<file path="src/rtl/fb_pkg.sv">
// Shared definitions for the CPU-store-to-framebuffer sink: window/raster defaults
// and the queued pixel record layout.
package fb_pkg;

    localparam logic [9:0]  FB_BASE_DEF  = 10'h041;
    localparam int unsigned H_ACTIVE_DEF = 800;
    localparam int unsigned V_ACTIVE_DEF = 600;

    localparam int unsigned COORD_W = 10;
    localparam int unsigned RGB_W   = 24;
    localparam int unsigned PIX_W   = 2 * COORD_W + RGB_W;

    typedef struct packed {
        logic [COORD_W-1:0] x;
        logic [COORD_W-1:0] y;
        logic [RGB_W-1:0]   rgb;
    } pixel_t;

endpackage

</file>
<file path="src/rtl/pixel_fifo.sv">
// Synchronous FIFO with registered full/empty flags; head is always visible on o_dout.
module pixel_fifo #(
    parameter int unsigned WIDTH = 44,
    parameter int unsigned DEPTH = 8
) (
    input  logic             clk,
    input  logic             rst_n,
    input  logic             i_push,
    input  logic [WIDTH-1:0] i_din,
    input  logic             i_pop,
    output logic [WIDTH-1:0] o_dout,
    output logic             o_full,
    output logic             o_empty
);

    localparam int unsigned AW = (DEPTH > 1) ? $clog2(DEPTH) : 1;
    localparam int unsigned CW = AW + 1;

    logic [WIDTH-1:0] r_mem [DEPTH];
    logic [AW-1:0]    r_wr_ptr;
    logic [AW-1:0]    r_rd_ptr;
    logic [CW-1:0]    r_count;
    logic             r_full;
    logic             r_empty;

    logic             w_push;
    logic             w_pop;
    logic [CW-1:0]    w_count_nxt;

    assign w_push = i_push & ~r_full;
    assign w_pop  = i_pop & ~r_empty;

    always_comb begin
        w_count_nxt = r_count;
        case ({w_push, w_pop})
            2'b10:   w_count_nxt = r_count + CW'(1);
            2'b01:   w_count_nxt = r_count - CW'(1);
            default: w_count_nxt = r_count;
        endcase
    end

    // Storage is not reset; the empty flag gates anything stale.
    always_ff @(posedge clk) begin
        if (w_push) begin
            r_mem[r_wr_ptr] <= i_din;
        end
    end

    // Power-of-two depth lets the pointers wrap naturally.
    always_ff @(posedge clk or negedge rst_n) begin
        if (!rst_n) begin
            r_wr_ptr <= '0;
            r_rd_ptr <= '0;
            r_count  <= '0;
            r_full   <= 1'b0;
            r_empty  <= 1'b1;
        end else begin
            if (w_push) r_wr_ptr <= r_wr_ptr + AW'(1);
            if (w_pop)  r_rd_ptr <= r_rd_ptr + AW'(1);
            r_count <= w_count_nxt;
            r_full  <= (w_count_nxt == CW'(DEPTH));
            r_empty <= (w_count_nxt == '0);
        end
    end

    assign o_dout  = r_mem[r_rd_ptr];
    assign o_full  = r_full;
    assign o_empty = r_empty;

endmodule

</file>
<file path="src/rtl/fb_store_sink.sv">
// Snoops CPU word stores into the framebuffer window, queues in-range pixels and
// replays them on a valid/ready pixel port; out-of-range stores are counted and dropped.
module fb_store_sink
    import fb_pkg::*;
#(
    parameter int unsigned DEPTH    = 8,
    parameter logic [9:0]  FB_BASE  = FB_BASE_DEF,
    parameter int unsigned H_ACTIVE = H_ACTIVE_DEF,
    parameter int unsigned V_ACTIVE = V_ACTIVE_DEF
) (
    input  logic        clk,
    input  logic        rst,
    input  logic        st_en,
    input  logic        st_we,
    input  logic [31:0] st_addr,
    input  logic [31:0] st_data,
    output logic        stall,
    output logic        fb_valid,
    input  logic        fb_ready,
    output logic [9:0]  fb_x,
    output logic [9:0]  fb_y,
    output logic [23:0] fb_rgb,
    output logic [15:0] drop_cnt
);

    logic           w_hit;
    logic [9:0]     w_x;
    logic [9:0]     w_y;
    logic           w_in_range;
    logic           w_push;
    logic           w_pop;
    logic           w_drop;
    logic           w_full;
    logic           w_empty;
    pixel_t         w_pix_in;
    pixel_t         w_pix_head;
    logic [PIX_W-1:0] w_fifo_dout;
    logic [15:0]    r_drop_cnt;
    logic           w_unused;

    assign w_hit = st_en & st_we & (st_addr[31:22] == FB_BASE);
    assign w_x   = st_addr[11:2];
    assign w_y   = st_addr[21:12];

    assign w_in_range = (32'(w_x) < H_ACTIVE) && (32'(w_y) < V_ACTIVE);

    // Stall depends only on pre-edge occupancy, so a same-cycle pop never unblocks it.
    assign stall  = w_hit & w_in_range & w_full;
    assign w_push = w_hit & w_in_range & ~w_full;
    assign w_drop = w_hit & ~w_in_range;
    assign w_pop  = fb_valid & fb_ready;

    assign w_pix_in = '{x: w_x, y: w_y, rgb: st_data[23:0]};

    pixel_fifo #(
        .WIDTH (PIX_W),
        .DEPTH (DEPTH)
    ) u_pixel_fifo (
        .clk     (clk),
        .rst_n   (rst),
        .i_push  (w_push),
        .i_din   (w_pix_in),
        .i_pop   (w_pop),
        .o_dout  (w_fifo_dout),
        .o_full  (w_full),
        .o_empty (w_empty)
    );

    always_ff @(posedge clk or negedge rst) begin
        if (!rst) begin
            r_drop_cnt <= '0;
        end else if (w_drop && (r_drop_cnt != 16'hFFFF)) begin
            r_drop_cnt <= r_drop_cnt + 16'd1;
        end
    end

    // Head fields read as zero whenever nothing is presented.
    assign w_pix_head = pixel_t'(w_fifo_dout);
    assign fb_valid   = ~w_empty;
    assign fb_x       = fb_valid ? w_pix_head.x   : '0;
    assign fb_y       = fb_valid ? w_pix_head.y   : '0;
    assign fb_rgb     = fb_valid ? w_pix_head.rgb : '0;
    assign drop_cnt   = r_drop_cnt;

    assign w_unused = &{1'b0, st_addr[1:0], st_data[31:24]};

endmodule
</file>
<file path="config.mk">
export PLATFORM = sky130hd
export DESIGN_NAME = fb_store_sink
export DESIGN_NICKNAME = d
export VERILOG_FILES = /design/src/rtl/fb_pkg.sv /design/src/rtl/pixel_fifo.sv /design/src/rtl/fb_store_sink.sv
export SDC_FILE = /design/constraint.sdc
export NUM_CORES = 1
export LEC_CHECK = 0
export BUFFER_PORTS_ARGS = -buffer_cell sky130_fd_sc_hd__buf_2
export CORE_ASPECT_RATIO = 0.75
export CORE_UTILIZATION = 59
export DETAILED_ROUTE_END_ITERATION = 8
export PLACE_DENSITY = 0.79
export SLEW_MARGIN = 10
export SYNTH_ARGS = -nofsm -noshare
export SYNTH_HDL_FRONTEND = slang
export SYNTH_SLANG_ARGS = --single-unit
</file>
<file path="constraint.sdc">
create_clock -name clk -period 7.05 [get_ports clk]
set_clock_uncertainty 0.1 [all_clocks]
set_input_delay 0.705 -clock clk [delete_from_list [all_inputs] [get_ports clk]]
set_output_delay 0.705 -clock clk [all_outputs]
set_load 0.03 [all_outputs]
</file>
Word-level counts from Yosys, hierarchy flattened:

Memory sizes are Yosys's and may differ from the RTL's.
Index checks and enable logic that the tools add are counted.

* register bits after elaboration: 28
* input bits: 69
* memory bits (writable): 352
* logic and storage cells: 40
* memories kept: 1

Memories
* u_pixel_fifo.r_mem: words 8, bits a word 44, read ports 1, clocked after memory_dff 0, wr ports 1, RTL line pixel_fifo.sv:19 `logic [WIDTH-1:0] r_mem [DEPTH];`

* muxes and demuxes: 6
* $add $sub $neg: 5
* reduce and logical (&&, ||, !) cells: 3
* order comparisons: 2
* bitwise logic cells: 12
* equal/unequal tests: 5

Operators with widths (number)
* $mux 24: 1
* $lt 10x10->1 const B: 2
* $mux 10: 2
* $add 16x1->16 const B: 1
* $ne 16x16->1 const B: 1
* $eq 10x7->1 const B: 1
* $and 1x1->1: 9
* $pmux 4 s2: 1
* $add 3x1->3 const B: 2
* $add 4x1->4 const B: 1
* $eq 4x4->1 const B: 1
* $logic_not 4->1: 1
* $sub 4x1->4 const B: 1
* $not 1->1: 3
* $eq 2x1->1 const B: 1
* $eq 2x2->1 const B: 1
* $logic_and 1x1->1: 2
* $mux 1: 2

Logic depth before layout (Yosys ltp):

* depth in word-level cells: 8
* gate-level depth with buffers: 12

By module:

Synthesis repeated with hierarchy kept, for this count alone.

* cell total of the unflattened synthesis: 713
* area, all modules: 15055.7 sq um

Modules (own cells, without submodules)
* pixel_fifo: sequential area each 10871.7 sq um, cells an instance 576, area each 13880.8 sq um, instances 1
* fb_store_sink: sequential area each 400.4 sq um, cells an instance 137, area each 1174.9 sq um, instances 1

Worst setup path before layout:

OpenSTA, ideal clock, no wires.

* path type: input to register
* start point: in st_addr[25]
* end point: mem u_pixel_fifo.r_mem[6][0], enable pin
* library setup time: 571 ps
* path buffers: 0
* stages on the path: 5
* arrival: 6040 ps
* slack: 338 ps
* cells stage by stage: nor4b_2 > nand3_2 > nor2_1 > nand2_1 > nor4b_1

* word-level cells in the longest chain between the ends: 7

RTL lines
* from (decl): RTL line fb_store_sink.sv:15 `input logic [31:0] st_addr,`
* $eq 10x7->1: RTL line fb_store_sink.sv:41 `assign w_hit = st_en & st_we & (st_addr[31:22] == FB_BASE);`
* $and 1x1->1: RTL line fb_store_sink.sv:41
* $and 1x1->1 (2 in a row): RTL line fb_store_sink.sv:49 `assign w_push = w_hit & w_in_range & ~w_full;`
* $and 1x1->1: RTL line pixel_fifo.sv:30 `assign w_push = i_push & ~r_full;`
* $mux 1: RTL line pixel_fifo.sv:44 `if (w_push) begin`
* $mux 1 (not written as such): RTL line pixel_fifo.sv:45 `r_mem[r_wr_ptr] <= i_din;`
* to (decl): RTL line pixel_fifo.sv:19

No other way between the ends.

Final worst setup path:

* start point: reg u_pixel_fifo.r_rd_ptr[0]
* end point: out fb_y[3]

* word-level cells in the longest chain between the ends: 2

RTL lines
* from (decl): RTL line pixel_fifo.sv:21 `logic [AW-1:0] r_rd_ptr;`
* from (signal assigned): RTL line pixel_fifo.sv:59 `if (w_pop) r_rd_ptr <= r_rd_ptr + AW'(1);`
* $mem_v2 8x44
* $mux 10: RTL line fb_store_sink.sv:81 `assign fb_y = fb_valid ? w_pix_head.y : '0;`
* to (decl): RTL line fb_store_sink.sv:21 `output logic [9:0] fb_y,`

No other way between the ends.

==> results summary <==
Global routing used 23.2% of the available tracks across all layers. The initial standard-cell utilization of the core came out at 61.1%. The first-pass detailed-route iteration total is 4. The number of gates resized after CTS was 0. The utilization after layout came out at 70.0%.

The net switching power of the design is 0.00217 W. After synthesis, the most frequently instantiated cells are 352 x edfxtp_1, 88 x mux4_2, 49 x nor2_1, 44 x mux2i_1, 27 x dfrtp_1. The via density per instance is 6.07. Clock tree synthesis inserted a total of 37 buffers. The largest single stage delay on the critical path is 0.70 ns. The total nets after synthesis is 780. The internal portion of the total power is 0.00441 W. The first-pass GRT wire length is 43800 um. Setup repair after global routing left no endpoint under its margin.

The number of enable-type register cells in the synthesized netlist is 352. Summed over all failing endpoints, the final setup total negative slack is 0 ns. The clock period minus worst slack is 4.21 ns.

The share of total power dissipated in the clock network is 28.7%. The number of primary I/O pins is 131. For the pin with the worst max-slew slack, the measured transition is 0.989 ns. In this run the mean area of a mapped cell was 21.2 sq um.

The share of total power consumed by net switching is 33.0%. Dividing the detail-routed wire length by the instance count gives 24.2 um. In this run the worst hold path is classified as in2async.

The sum of net half-perimeters after detailed placement is 15000 um. The synthesized instance count came out at 705. Prior to clock tree synthesis, the placed netlist has a worst setup slack of 3.03 ns.

The final-report setup violation count came out at 0. The peak supply drop came out at 0.404 mV. The congestion estimate from routability-driven global placement came to 0.754. The fraction of final layout cells sized beyond drive strength 1 came out at 33.9%.

At the end of the flow, the number of nets in the layout was 916. The floorplan step set the die height to 140 um. The flow ran to the end, and the final reports show no timing, DRC or antenna violations. Hold timing on the final database bottoms out at a slack of 0.103 ns.

The number of placement rows came out at 49. The kind of cell with the highest combined delay along the critical path is buffers and inverters. For this run, the leading register cell type out of synthesis is edfxtp_1. The share of synthesized area occupied by flip-flops and latches came out at 75.6%.

The critical path goes through buf_16, buf_4, mux4_2, mux2i_1, nor2_1, buf_2. The area share of the largest cell type after synthesis came out at 70.9%. The largest net degree at the start of global routing came out at 59.

The count of H-tree levels built during CTS came out at 2. For this design, the sink count on the clock tree is 380. The first routing iteration left 750 violations. On the critical path, the stage with the largest delay is an instance of dfrtp_4.

In this run the post-CTS setup repair buffer count came out at 0. The startpoint type of the worst setup path is a flop. The period utilization came out at 59.7%. After filler insertion, the fill cell instance count of the layout stands at 1518. The total power divided by cell area is 385 nW/um^2. STA classifies the critical path endpoint as an output port. The via count of the first global-routing pass is 7635.

The fraction of registers with async set or reset after synthesis came out at 7.37%. The number of buffer and inverter instances along the worst setup path came out at 3. In this run the cell area measured after placement is 15900 sq um. The port buffer count is 120.

The number of remaining DRC errors is 0. The clock transition at the register clock pins on the worst setup and hold paths after CTS is 0.06 ns. The final critical-path setup slack is 2.84 ns. The number of hold buffers added after cts came out at 0.

The cell sitting at the root of the clock tree is a clkbuf_16. The peak clock frequency supported by timing came out at 238 MHz. The worst setup path is of the reg2out kind. The via count is 7287. Once detail routing completed, the nets flagged for antenna violations numbered 0. The setup slack of the most critical reg-to-reg path is 4.07 ns. The area overhead of the layout relative to synthesis is 14.6%. The final global-route overflow total is 0. Sorting the synthesized cells by area gives the leading types as edfxtp_1 71%, mux4_2 13%, dfrtp_1 4.5%. The count of final hold-check violations is 0. Of all cell types, the one taking the most synthesized area is edfxtp_1. The number of distinct library cells after synthesis came out at 43.

The cell area after technology mapping came out at 14900 sq um. Summed over all layers, the routed wires come to 29000 um. The power share of the sequential group came out at 40.7%. The finished layout cell area is 17100 sq um.

In this run the horizontal extent of the chip is 186 um. The analysis attributes to cell leakage a power of 5.86 nW. The max-slew violation total from the final report came to 0. The CTS tree is yes. The worst path required time is 6.24 ns. Of all nets on the critical path, the largest fanout is 37. The fraction of power consumed by combinational cells came out at 30.6%. The count of synthesis-stage warnings from yosys came out at 0.

Max-cap violations in this run came to 0. The arrival time at the worst endpoint is 3.40 ns. The number of antenna violations at the first check in global routing came out at 3. The maximum buffer depth of the clock tree is 3.

The die covers 25900 sq um. In the post-synthesis netlist, the cell with the most instances is edfxtp_1. Counting flops and latches in the post-synthesis netlist gives 380.

The worst max-slew margin expressed relative to the limit is 34.0%. The core region is 24400 sq um. The clock network latency to the later pin of the worst-skew pair is 0.51 ns.
-- logic make-up after synthesis --
group	share of synthesized area, %
flip-flops	75.6
XOR/XNOR	1.41
adder cells (fa/ha/maj)	0.503
AND/OR/NAND/NOR	4.33
AO/OA/AOI/OAI	0.378
multiplexers	16.5
buffers and inverters	1.25
-- final timing paths --
path / from / to / cells past startpoint
max: u_pixel_fifo.r_rd_ptr[0] / fb_y[3] / 6
max reg2reg: u_pixel_fifo.o_full / u_pixel_fifo.o_empty / 10
min in group clk: st_addr[5] / u_pixel_fifo.r_mem[2][37] / 1
min reg2reg: drop_cnt[15] / drop_cnt[15] / 1
min: rst / u_pixel_fifo.r_wr_ptr[2] / 1
max in group asynchronous: rst / u_pixel_fifo.r_rd_ptr[2] / 1
-- final cells by class --
cell class	instances	area [sq um]	area share, %
sequential	380	11300	66.0
multi-input combinational	287	3500	20.5
clock buffer	45	998	5.84
timing repair buffer	132	711	4.16
tap	331	414	2.42
clock inverter	21	159	0.930
inverter	3	11.3	0.0659
antenna	2	5.00	0.0293
-- sequential cells by signal, indices dropped and copies added, names as in the netlist --
register	flops
u_pixel_fifo.r_mem	352
u_pixel_fifo.r_wr_ptr	3
u_pixel_fifo.o_full	1
u_pixel_fifo.r_rd_ptr	3
u_pixel_fifo.r_count	4
u_pixel_fifo.o_empty	1
drop_cnt	16
-- layout by cell type (no fill, tap or decap), drive strengths merged, types with 5 or more instances in the layout --
cell type and instances:
clkinv 17, mux4 88, nor4b 7, nand3 9
and3 5, nand4 9, dfrtp 27, clkbuf 45
nor2 49, buf 132, xnor2 18, nand2 10
edfxtp 352, mux2i 44, ha 6, xor2 6
nor4 5
-- power groups by stage --
stage	Clock (W)	Combinational [W]	Sequential, W
final	0.00189	0.00201	0.00268
after global routing	0.00201	0.00216	0.00269
after CTS	0.00192	0.00196	0.00275
after detailed placement	0	0.00195	0.00279
after global placement	0	0.00190	0.00278
after floorplan	0	0.00166	0.00255
-- stage by stage --
stage | instances | total power, W
CTS | 1198 | 0.00663
floorplan | 705 | 0.00421
global route | 1199 | 0.00686
finish | 1201 | 0.00658
global placement | 1132 | 0.00469
detailed placement | 1132 | 0.00474
-- layer usage --
metal / global-route usage [%] / up-vias / share of wire (%)
li1: - / 3159 / -
met1: 33.0 / 3797 / 42
met2: 37.0 / 278 / 49
met3: 4.53 / 51 / 6.6
met4: 7.16 / 2 / 2.1
met5: 0 / - / 0.055
Power figures use the tool's default switching activity.
